===== src/rtl/divider_pkg.sv =====
// Shared definitions for the iterative restoring divider: op encodings,
// FSM state encoding and small op-decoding helpers.
package divider_pkg;

    localparam logic [1:0] OP_DIV  = 2'b00;
    localparam logic [1:0] OP_DIVU = 2'b01;
    localparam logic [1:0] OP_REM  = 2'b10;
    localparam logic [1:0] OP_REMU = 2'b11;

    typedef enum logic [1:0] {
        ST_IDLE = 2'd0,
        ST_ITER = 2'd1,
        ST_FIX  = 2'd2
    } state_e;

    function automatic logic op_is_signed(input logic [1:0] op);
        return (op == OP_DIV) || (op == OP_REM);
    endfunction

endpackage


===== src/rtl/divider_param_div_step.sv =====
// One combinational restoring-division step: shift in the next dividend bit,
// trial-subtract the divisor and keep the difference only when it fits.
module div_step #(
    parameter int WIDTH = 32
) (
    input  logic [WIDTH-1:0] rem_i,
    input  logic [WIDTH-1:0] quo_i,
    input  logic [WIDTH-1:0] dvsr_i,
    output logic [WIDTH-1:0] rem_o,
    output logic [WIDTH-1:0] quo_o
);

    logic [WIDTH:0] shifted;
    logic [WIDTH:0] trial;
    logic           q_bit;

    // rem_i < dvsr_i always holds, so trial[WIDTH] is exactly the borrow.
    always_comb begin
        shifted = {rem_i, quo_i[WIDTH-1]};
        trial   = shifted - {1'b0, dvsr_i};
        q_bit   = ~trial[WIDTH];
        rem_o   = q_bit ? trial[WIDTH-1:0] : shifted[WIDTH-1:0];
        quo_o   = {quo_i[WIDTH-2:0], q_bit};
    end

endmodule


===== src/rtl/divider_param.sv =====
// Multi-cycle signed/unsigned divider retiring BITS_PER_CYCLE quotient bits
// per cycle; divide-by-zero and signed overflow skip the iteration phase.
module divider_param
    import divider_pkg::*;
#(
    parameter int WIDTH          = 32,
    parameter int BITS_PER_CYCLE = 4
) (
    input  logic             clk,
    input  logic             reset,
    input  logic             start,
    input  logic [1:0]       op,
    input  logic [WIDTH-1:0] dividend,
    input  logic [WIDTH-1:0] divisor,
    output logic             busy,
    output logic             done,
    output logic [WIDTH-1:0] result
);

    localparam int N     = WIDTH / BITS_PER_CYCLE;
    localparam int CNT_W = $clog2(N + 1);

    state_e             state_q, state_d;
    logic [1:0]         op_q, op_d;
    logic [WIDTH-1:0]   rem_q, rem_d;
    logic [WIDTH-1:0]   quo_q, quo_d;
    logic [WIDTH-1:0]   dvsr_q, dvsr_d;
    logic               neg_quo_q, neg_quo_d;
    logic               neg_rem_q, neg_rem_d;
    logic [CNT_W-1:0]   cnt_q, cnt_d;
    logic               busy_q, busy_d;
    logic               done_q, done_d;
    logic [WIDTH-1:0]   result_q, result_d;

    logic [WIDTH-1:0]   rem_chain [BITS_PER_CYCLE+1];
    logic [WIDTH-1:0]   quo_chain [BITS_PER_CYCLE+1];

    logic               a_neg, b_neg, overflow;
    logic [WIDTH-1:0]   abs_a, abs_b;

    assign rem_chain[0] = rem_q;
    assign quo_chain[0] = quo_q;

    genvar gi;
    generate
        for (gi = 0; gi < BITS_PER_CYCLE; gi++) begin : g_step
            div_step #(.WIDTH(WIDTH)) u_step (
                .rem_i  (rem_chain[gi]),
                .quo_i  (quo_chain[gi]),
                .dvsr_i (dvsr_q),
                .rem_o  (rem_chain[gi+1]),
                .quo_o  (quo_chain[gi+1])
            );
        end
    endgenerate

    always_comb begin
        a_neg    = op_is_signed(op) & dividend[WIDTH-1];
        b_neg    = op_is_signed(op) & divisor[WIDTH-1];
        abs_a    = a_neg ? -dividend : dividend;
        abs_b    = b_neg ? -divisor : divisor;
        overflow = op_is_signed(op)
                   && (dividend == {1'b1, {(WIDTH-1){1'b0}}})
                   && (divisor == {WIDTH{1'b1}});

        state_d   = state_q;
        op_d      = op_q;
        rem_d     = rem_q;
        quo_d     = quo_q;
        dvsr_d    = dvsr_q;
        neg_quo_d = neg_quo_q;
        neg_rem_d = neg_rem_q;
        cnt_d     = cnt_q;
        busy_d    = busy_q;
        done_d    = 1'b0;
        result_d  = result_q;

        case (state_q)
            ST_IDLE: begin
                if (start) begin
                    op_d   = op;
                    busy_d = 1'b1;
                    dvsr_d = abs_b;
                    // Special cases preload final values; FIX then passes them through unsigned.
                    if (divisor == '0) begin
                        quo_d     = '1;
                        rem_d     = dividend;
                        neg_quo_d = 1'b0;
                        neg_rem_d = 1'b0;
                        state_d   = ST_FIX;
                    end else if (overflow) begin
                        quo_d     = dividend;
                        rem_d     = '0;
                        neg_quo_d = 1'b0;
                        neg_rem_d = 1'b0;
                        state_d   = ST_FIX;
                    end else begin
                        quo_d     = abs_a;
                        rem_d     = '0;
                        neg_quo_d = a_neg ^ b_neg;
                        neg_rem_d = a_neg;
                        cnt_d     = CNT_W'(N - 1);
                        state_d   = ST_ITER;
                    end
                end
            end
            ST_ITER: begin
                rem_d = rem_chain[BITS_PER_CYCLE];
                quo_d = quo_chain[BITS_PER_CYCLE];
                if (cnt_q == '0) begin
                    state_d = ST_FIX;
                end else begin
                    cnt_d = cnt_q - 1'b1;
                end
            end
            ST_FIX: begin
                case (op_q)
                    OP_DIV, OP_DIVU: result_d = neg_quo_q ? -quo_q : quo_q;
                    default:         result_d = neg_rem_q ? -rem_q : rem_q;
                endcase
                done_d  = 1'b1;
                busy_d  = 1'b0;
                state_d = ST_IDLE;
            end
            default: begin
                state_d = ST_IDLE;
                busy_d  = 1'b0;
            end
        endcase
    end

    always_ff @(posedge clk or negedge reset) begin
        if (!reset) begin
            state_q   <= ST_IDLE;
            op_q      <= '0;
            rem_q     <= '0;
            quo_q     <= '0;
            dvsr_q    <= '0;
            neg_quo_q <= 1'b0;
            neg_rem_q <= 1'b0;
            cnt_q     <= '0;
            busy_q    <= 1'b0;
            done_q    <= 1'b0;
            result_q  <= '0;
        end else begin
            state_q   <= state_d;
            op_q      <= op_d;
            rem_q     <= rem_d;
            quo_q     <= quo_d;
            dvsr_q    <= dvsr_d;
            neg_quo_q <= neg_quo_d;
            neg_rem_q <= neg_rem_d;
            cnt_q     <= cnt_d;
            busy_q    <= busy_d;
            done_q    <= done_d;
            result_q  <= result_d;
        end
    end

    assign busy   = busy_q;
    assign done   = done_q;
    assign result = result_q;

endmodule

===== config.mk =====
export PLATFORM = sky130hd
export DESIGN_NAME = divider_param
export DESIGN_NICKNAME = d
export VERILOG_FILES = /design/src/rtl/divider_pkg.sv /design/src/rtl/divider_param_div_step.sv /design/src/rtl/divider_param.sv
export SDC_FILE = /design/constraint.sdc
export NUM_CORES = 1
export LEC_CHECK = 0
export BUFFER_PORTS_ARGS = -buffer_cell sky130_fd_sc_hd__clkbuf_2
export CELL_PAD_IN_SITES_DETAIL_PLACEMENT = 1
export CELL_PAD_IN_SITES_GLOBAL_PLACEMENT = 1
export CORE_AREA = 2 2 189 191
export CTS_BUF_LIST = sky130_fd_sc_hd__clkbuf_2
export CTS_CLUSTER_SIZE = 16
export DETAILED_ROUTE_END_ITERATION = 8
export DIE_AREA = 0 0 191 193
export PLACE_DENSITY_LB_ADDON = 0.08
export SLEW_MARGIN = 15
export SYNTH_ARGS = -nofsm -noshare
export SYNTH_HDL_FRONTEND = slang
export SYNTH_SLANG_ARGS = --single-unit

===== constraint.sdc =====
create_clock -name clk -period 13.6 [get_ports clk]
set_input_delay 2.72 -clock clk [delete_from_list [all_inputs] [get_ports clk]]
set_output_delay 2.72 -clock clk [all_outputs]
set_load 0.01 [all_outputs]

==> results of run 1 <==
## layout make-up
| class | count | area, um2 | share of cell area |
|---|---|---|---|
| Sequential cell | 139 | 3480 | 0.193 |
| Antenna cell | 2 | 5.00 | 0.000277 |
| Multi-Input combinational cell | 1884 | 12500 | 0.691 |
| Inverter | 84 | 315 | 0.0175 |
| Tap cell | 461 | 577 | 0.0319 |
| Clock buffer | 18 | 90.1 | 0.00499 |
| Timing Repair Buffer | 158 | 945 | 0.0523 |
| Clock inverter | 12 | 174 | 0.00963 |
## cell families (layout without fill, tap and decap cells)
logic type / Yosys count / after routing / synth area share
AO/OA/AOI/OAI: 751 / 751 / 0.282
AND/OR/NAND/NOR: 711 / 711 / 0.199
XOR/XNOR: 229 / 229 / 0.123
buffers and inverters: 183 / 272 / 0.0429
flip-flops: 139 / 139 / 0.210
adder cells (fa/ha/maj): 138 / 138 / 0.106
multiplexers: 54 / 55 / 0.0372
other: 0 / 2 / 0
## layout by cell type, fill, tap and decap left out, drive strengths merged, types with 21 or more instances in the layout
master    n
nand2   264
o21ai   232
a21oi   201
nor2    155
dfrtp   139
ha      134
xnor2   126
clkbuf  119
xor2    103
inv      85
a21o     77
nand3    62
buf      57
nor3     49
mux2     46
nand2b   43
a211oi   38
a31oi    35
o31ai    28
nand4    25
or3      23
o41ai    21
## repair_timing
action | in CTS | in global routing
endpoints found under the setup margin | 0 | 33
gates resized for setup | 0 | 15
setup buffers | 0 | 2
## flip-flops by register name, summed over array words and instances, names as in the netlist
register and cells:
busy 1, cnt_q 4, done 1, dvsr_q 32
neg_quo_q 1, neg_rem_q 1, op_q 1, quo_q 32
rem_q 32, result 32, state_q 2
## path summary, 6_finish.rpt
path / startpoint / endpoint / cells past startpoint / slack, ns
hold / removal: dvsr_q[30]$_DFFE_PN0P_ / dvsr_q[30]$_DFFE_PN0P_ / 2 / 0.51
setup reg to reg: dvsr_q[21]$_DFFE_PN0P_ / rem_q[0]$_DFFE_PN0P_ / 48 / 0.72
max in group asynchronous: reset / dvsr_q[1]$_DFFE_PN0P_ / 2 / 10.18
min in group asynchronous: reset / dvsr_q[21]$_DFFE_PN0P_ / 1 / 1.78
setup / recovery: dvsr_q[21]$_DFFE_PN0P_ / rem_q[0]$_DFFE_PN0P_ / 48 / 0.72
hold reg to reg: dvsr_q[30]$_DFFE_PN0P_ / dvsr_q[30]$_DFFE_PN0P_ / 2 / 0.51
## metrics by stage
step / hold WS (ns) / TNS [ns] / area (um2) / std cells
finish: 0.510 / 0 / 18100 / 2758
global route: 0.531 / -0.0532 / 18100 / 2758
CTS: 0.515 / 0 / 18000 / 2753
detailed placement: 0.470 / 0 / 17700 / 2723
global placement: 0.452 / 0 / 17700 / 2723
floorplan: 0.450 / 0 / 16600 / 2205
## routing by layer
layer  vias to the layer above  wire length [um]  global-route usage  part of all wire
met5                         -                 0                   0                 0
met4                         0              3360               0.178             0.049
met3                       181              4160              0.0579             0.060
met2                       662             31600               0.607              0.46
met1                      8725             29700               0.480              0.43
li1                       8143                 -                   -                 -
## critical path, delay by kind of cell, from the launching register on
family                   cells  cell delay, ns
buffers and inverters        7            1.49
adder cells (fa/ha/maj)      4            1.59
XOR/XNOR                     3            0.94
multiplexers                 3            0.83
AND/OR/NAND/NOR              9            2.28
flip-flops                   1            0.44
AO/OA/AOI/OAI               22            5.14
==> flow_metrics.tcl, run 1 <==
set metrics [dict create \
    status "complete, no violations" \
    via_per_inst 6.42 \
    core_um2 35000 \
    grt_pass1_wl_um 104000 \
    insertion_delay_ns 0.89 \
    cts_made_buffers 17 \
    totalWireLength_um 68800 \
    grt_max_degree 75 \
    synthTopCellsByArea "dfrtp_1 (21%), ha_1 (10%), o21ai_0 (6.8%)" \
    yosysSeqAreaShare 0.210 \
    cts-root-buf "clkbuf_2" \
    required_ns 14.36 \
    clkTransAtPathRegs_ns 0.31 \
    ys_seq_elements 139 \
    syn-mean-instance-area_um2 7.51 \
    ctsHoldBuffers 0 \
    initial_core_util 0.474 \
    place_ws_ns 0.157 \
    firstDrtPassIters 5 \
    synth-edff-count 0 \
    die_x_um 191 \
    die-area_um2 36900 \
    grt_pass1_vias 17552 \
    drive_gt1_frac 0.118 \
    max_cap_violations 0 \
    synthFlopType "dfrtp_1" \
    fmax_mhz 77.6 \
    yosysWarnings 0 \
    first_iter_violations 1478 \
    layout-area-overhead-vs-synth_pct 9.07 \
    fin_crit_ns 12.88 \
    arrival_ns 13.64 \
    min_period_over_period 0.947 \
    antenna_found_initial 2 \
    nets 2491 \
    worst_clock_skew_ns 0.0965 \
    cpPeakStageDelay_ns 0.54 \
    max_slew_margin 0.294 \
    yosysMostFrequentCell "nand2_1" \
    hpwl_um 55800 \
    worst-slew-pin-transition_ns 1.06 \
    synth_area_um2 16600 \
    die_height_um 193 \
    grt_use_total 0.371 \
    criticalPathCategory "flip-flop to flip-flop" \
    htree_levels 4 \
    avgRoutedWirePerCell_um 25.0 \
    cts_tree "yes" \
    fin_ws_ns 0.721 \
    ios 103 \
    hold_class "flip-flop to flip-flop" \
    synthesis.instances 2205 \
    finalSetupViolCount 0 \
    port_buffers 102 \
    row_count 69 \
    synth.largest_area_cell "dfrtp_1" \
    cts_sinks 139 \
    num-fill-cells 4495 \
    final_util 0.517 \
    async_flop_share 1.00 \
    cp-start-kind "flip-flop" \
    crit_path_end_kind "flip-flop" \
    yosysTopAreaCellShare 0.210 \
    globalplace.congestion 1.05 \
    ys_types 77 \
    final_max_slew_viol_count 0 \
    worst_path_max_delay_cell "or3_1" \
    via_count 17711 \
    hold_viol 0 \
    ys_top_cells_by_count "nand2_1 (264), o21ai_0 (225), a21oi_1 (201)" \
    gr-total-overflow 0 \
    crit_fanout 27 \
    final_antenna_net_count 0 \
    drc 0 \
    max-clock-path-buffers 2 \
    synth_nets 2412 \
]
Power of run 1 is not shown: default switching activity piles up to over one toggle a cycle in this logic, so the estimate is an artifact.
==> run 2: changes to the inputs <==
- CORE_AREA: 2 2 189 191 -> 2 2 198 200
- DIE_AREA: 0 0 191 193 -> 0 0 200 202
==> run 2 against run 1 <==
Net effect:
- wire length grew 3.1%
- sequential share of layout area shrank 0.26 points
- sequential cell count is the same
- worst hold slack lost 0.0038 ns
- critical path depth grew 1
==> flow_metrics.tcl, run 2 (synthesis results as in run 1) <==
set metrics [dict create \
    status "complete, no violations" \
    max_cap_violations 0 \
    min_path_cells 2 \
    port_buffers 102 \
    final_max_slew_viol_count 0 \
    cpPeakStageDelay_ns 0.49 \
    layout-area-overhead-vs-synth_pct 10.6 \
    firstDrtPassIters 5 \
    antenna_found_initial 2 \
    r2r-end "rem_q[24]$_DFFE_PN0P_" \
    hold_class "flip-flop to flip-flop" \
    nets 2507 \
    cts_made_buffers 17 \
    drc 0 \
    r2r_slack_ns 0.63 \
    worstHoldEndpoint "dvsr_q[12]$_DFFE_PN0P_" \
    final_common_cell "nand2_1" \
    core_um2 38300 \
    drive_gt1_frac 0.124 \
    grt_use_total 0.355 \
    num-fill-cells 4878 \
    cp-start-kind "flip-flop" \
    criticalPathCategory "flip-flop to flip-flop" \
    hp-start "dvsr_q[12]$_DFFE_PN0P_" \
    grt_pass1_wl_um 107000 \
    fin_ws_ns 0.628 \
    via_per_inst 6.19 \
    rr_worst_depth 49 \
    die_height_um 202 \
    crit_path_end_kind "flip-flop" \
    worst_path_max_delay_cell "dfrtp_1" \
    via_count 17524 \
    layout_common_cells "nand2_1 (262), o21ai_0 (221), a21oi_1 (200)" \
    hpwl_um 58100 \
    first_iter_violations 1016 \
    final_antenna_net_count 0 \
    fin_crit_ns 12.97 \
    finalSetupViolCount 0 \
    max_slew_margin 0.313 \
    avgRoutedWirePerCell_um 25.1 \
    min_period_over_period 0.954 \
    clkTransAtPathRegs_ns 0.24 \
    globalplace.congestion 1.02 \
    final_cells 2833 \
    r2r_start "quo_q[31]$_DFFE_PN0P_" \
    row_count 72 \
    ctsHoldBuffers 0 \
    ios 103 \
    cts-root-buf "clkbuf_2" \
    max-clock-path-buffers 2 \
    insertion_delay_ns 0.92 \
    die_x_um 200 \
    place_inst 2799 \
    fmax_mhz 77.1 \
    die-area_um2 40400 \
    grt_pass1_vias 17666 \
    cts_sinks 139 \
    hold_viol 0 \
    arrival_ns 13.82 \
    worst_clock_skew_ns 0.0346 \
    gr-total-overflow 0 \
    fin_setup_tns_ns 0 \
    totalWireLength_um 71000 \
    worst-slew-pin-transition_ns 1.03 \
    required_ns 14.44 \
    htree_levels 4 \
    place_ws_ns -0.120 \
    initial_core_util 0.433 \
    cts_tree "yes" \
    grt_max_degree 75 \
    crit_fanout 26 \
]
run 2: area by class of cell:
class | count | area [um2] | share of cell area
Multi-Input combinational cell | 1883 | 12500 | 0.680
Clock buffer | 18 | 90.1 | 0.00492
Clock inverter | 13 | 223 | 0.0122
Antenna cell | 3 | 7.51 | 0.000410
Sequential cell | 139 | 3480 | 0.190
Inverter | 84 | 315 | 0.0172
Tap cell | 518 | 648 | 0.0354
Timing Repair Buffer | 175 | 1090 | 0.0597
run 2: routing by layer:
metal	track usage	routed length, um	vias to the layer above	part of all wire
met4	0.163	3270	0	0.046
met5	0	0	-	0
met1	0.479	31900	8617	0.45
met2	0.562	32100	558	0.45
met3	0.0464	3680	153	0.052
li1	-	-	8196	-
run 2: worst max-delay path by stage:
| stage | startpoint | end | slack [ns] | cells after the start |
|---|---|---|---|---|
| after floorplan | dvsr_q[1]$_DFFE_PN0P_ | rem_q[7]$_DFFE_PN0P_ | 1.49 | 55 |
| after global placement | dvsr_q[1]$_DFFE_PN0P_ | rem_q[20]$_DFFE_PN0P_ | 0.31 | 45 |
| after detailed placement | dvsr_q[1]$_DFFE_PN0P_ | rem_q[20]$_DFFE_PN0P_ | -0.12 | 45 |
| after CTS | dvsr_q[1]$_DFFE_PN0P_ | rem_q[24]$_DFFE_PN0P_ | 0.07 | 48 |
| after global routing | quo_q[31]$_DFFE_PN0P_ | rem_q[24]$_DFFE_PN0P_ | -0.03 | 50 |
| final | quo_q[31]$_DFFE_PN0P_ | rem_q[24]$_DFFE_PN0P_ | 0.63 | 49 |
run 2: per-stage QoR:
step	utilization	cell area [um2]	hold WS (ns)
after floorplan	-	16600	0.450
after global placement	0.468	17900	0.452
after detailed placement	0.468	17900	0.469
after CTS	0.477	18300	0.511
after global routing	0.478	18300	0.533
final	0.478	18300	0.506
run 2: worst max-delay path, delay by kind of cell (launching register included):
family | cells | cell delay (ns)
compound gates | 22 | 5.72
xor+xnor | 4 | 1.20
fa+ha+maj | 5 | 1.64
buf+inv | 7 | 1.23
flops | 1 | 0.49
mux | 4 | 1.40
simple gates | 7 | 1.15
run 2: repair_timing:
action | 4_1_cts | 5_1_grt
resized for setup | 3 | 13
setup buffers | 0 | 0
endpoints found under the setup margin | 29 | 33
Power of run 2 is left out for the same reason.
==> run 3: changes to the inputs <==
- PLACE_DENSITY_LB_ADDON: 0.08 -> 0.15
==> run 3 against run 2 <==
Net effect:
- design area down 0.98%
- via count up 1.1%
- non-clock buffer count down 14
- clock skew up 0.013 ns
- first-iteration DRC count up 73%
- global-route usage down 0.97 points
- critical path depth up 1
- critical path type unchanged
- sequential share of layout area up 0.19 points
- cell count down 0.46%
==> flow_metrics.tcl, run 3 (synthesis results as in run 1) <==
set metrics [dict create \
    worst_clock_skew_ns 0.0478 \
    fmax_mhz 78.6 \
    final_antenna_net_count 0 \
    htree_levels 4 \
    globalplace.congestion 0.976 \
    fin_crit_ns 12.72 \
    via_count 17724 \
    nets 2494 \
    hold_class "flip-flop to flip-flop" \
    row_count 72 \
    status "complete, no violations" \
    core_um2 38300 \
    ctsHoldBuffers 0 \
    avgRoutedWirePerCell_um 24.7 \
    max_slew_margin 0.353 \
    max_cap_violations 0 \
    die_x_um 200 \
    hold_viol 0 \
    die_height_um 202 \
    grt_use_total 0.345 \
    drc 0 \
    initial_core_util 0.433 \
    cts_tree "yes" \
    die-area_um2 40400 \
    cts-root-buf "clkbuf_2" \
    crit_path_end_kind "flip-flop" \
    cts_made_buffers 17 \
    cts_sinks 139 \
    grt_pass1_wl_um 105000 \
    first_iter_violations 1757 \
    min_period_over_period 0.935 \
    layout_common_cells "nand2_1 (263), o21ai_0 (223), a21oi_1 (201)" \
    crit_fanout 24 \
    grt_pass1_vias 17448 \
    cp-start-kind "flip-flop" \
    insertion_delay_ns 0.85 \
    worst-slew-pin-transition_ns 0.970 \
    via_per_inst 6.29 \
    crit_top_cell "buf_4" \
    arrival_ns 13.50 \
    layout-area-overhead-vs-synth_pct 9.50 \
    cpPeakStageDelay_ns 0.52 \
    grt_max_degree 81 \
    criticalPathCategory "flip-flop to flip-flop" \
    final_max_slew_viol_count 0 \
    max-clock-path-buffers 2 \
    finalSetupViolCount 0 \
    worst_path_max_delay_cell "mux2_2" \
    drive_gt1_frac 0.117 \
    hpwl_um 56600 \
    final_common_cell "nand2_1" \
    required_ns 14.39 \
    totalWireLength_um 69700 \
    firstDrtPassIters 6 \
    ios 103 \
    gr-total-overflow 0 \
    fin_setup_tns_ns 0 \
    antenna_found_initial 2 \
    clkTransAtPathRegs_ns 0.28 \
    rsz0062_at_grt "false" \
    port_buffers 102 \
]
## run 3: cell count changes in the layout (fill, tap and decap cells not counted), sizes merged
| cell | before | now |
|---|---|---|
| buf | 74 | 60 |
| bufinv | 6 | 2 |
| clkbuf | 119 | 118 |
| clkinvlp | 1 | 0 |
| diode | 3 | 2 |
| inv | 85 | 92 |
| mux2 | 45 | 46 |
## run 3: what timing repair did
| action | in CTS | in global routing |
|---|---|---|
| endpoints found under the setup margin | 0 | 33 |
| endpoints found under the hold margin | 0 | 0 |
| gates resized for setup | 0 | 8 |
| setup buffers | 0 | 4 |
## run 3: layout make-up
| class | instances | area (um2) |
|---|---|---|
| repair buffers | 161 | 963 |
| well taps | 518 | 648 |
| clock buffers | 17 | 85.1 |
| multi-input cells | 1884 | 12500 |
| diodes | 2 | 5.00 |
| inverters | 84 | 315 |
| clock inverters | 15 | 180 |
| fillers | 4927 | 20100 |
| flip-flops and latches | 139 | 3480 |
## run 3: worst paths after layout
check / depth (start not counted) / startpoint / end / slack [ns]
min in group asynchronous: 1 / reset / result[30]$_DFFE_PN0P_ / 1.85
min reg2reg: 2 / dvsr_q[15]$_DFFE_PN0P_ / dvsr_q[15]$_DFFE_PN0P_ / 0.51
max in group asynchronous: 2 / reset / dvsr_q[1]$_DFFE_PN0P_ / 10.27
min: 2 / dvsr_q[15]$_DFFE_PN0P_ / dvsr_q[15]$_DFFE_PN0P_ / 0.51
max: 50 / quo_q[31]$_DFFE_PN0P_ / rem_q[24]$_DFFE_PN0P_ / 0.88
max reg2reg: 50 / quo_q[31]$_DFFE_PN0P_ / rem_q[24]$_DFFE_PN0P_ / 0.88
## run 3: through the flow
step	area, um2	hold slack, ns	setup slack (ns)	instances	util
floorplan	16600	0.450	1.49	2205	-
detailed placement	17800	0.457	0.206	2781	0.464
finish	18100	0.509	0.885	2820	0.474
global placement	17800	0.453	0.709	2781	0.464
global route	18100	0.533	0.0236	2819	0.474
CTS	18000	0.509	0.131	2813	0.471
## run 3: per-layer routing
layer  routed length [um]  GRT usage
met2                29800      0.510
met1                33100      0.522
met3                 5370     0.0516
met4                 1450     0.0820
met5                    0          0
## run 3: critical path, delay by kind of cell, from the launching register on
family                   cells  cell delay (ns)
AO/OA/AOI/OAI               23             5.60
XOR/XNOR                     3             0.63
adder cells (fa/ha/maj)      5             1.73
buffers and inverters        8             1.49
flip-flops                   1             0.49
multiplexers                 2             0.91
AND/OR/NAND/NOR              9             1.73
Power of run 3 is left out for the same reason.
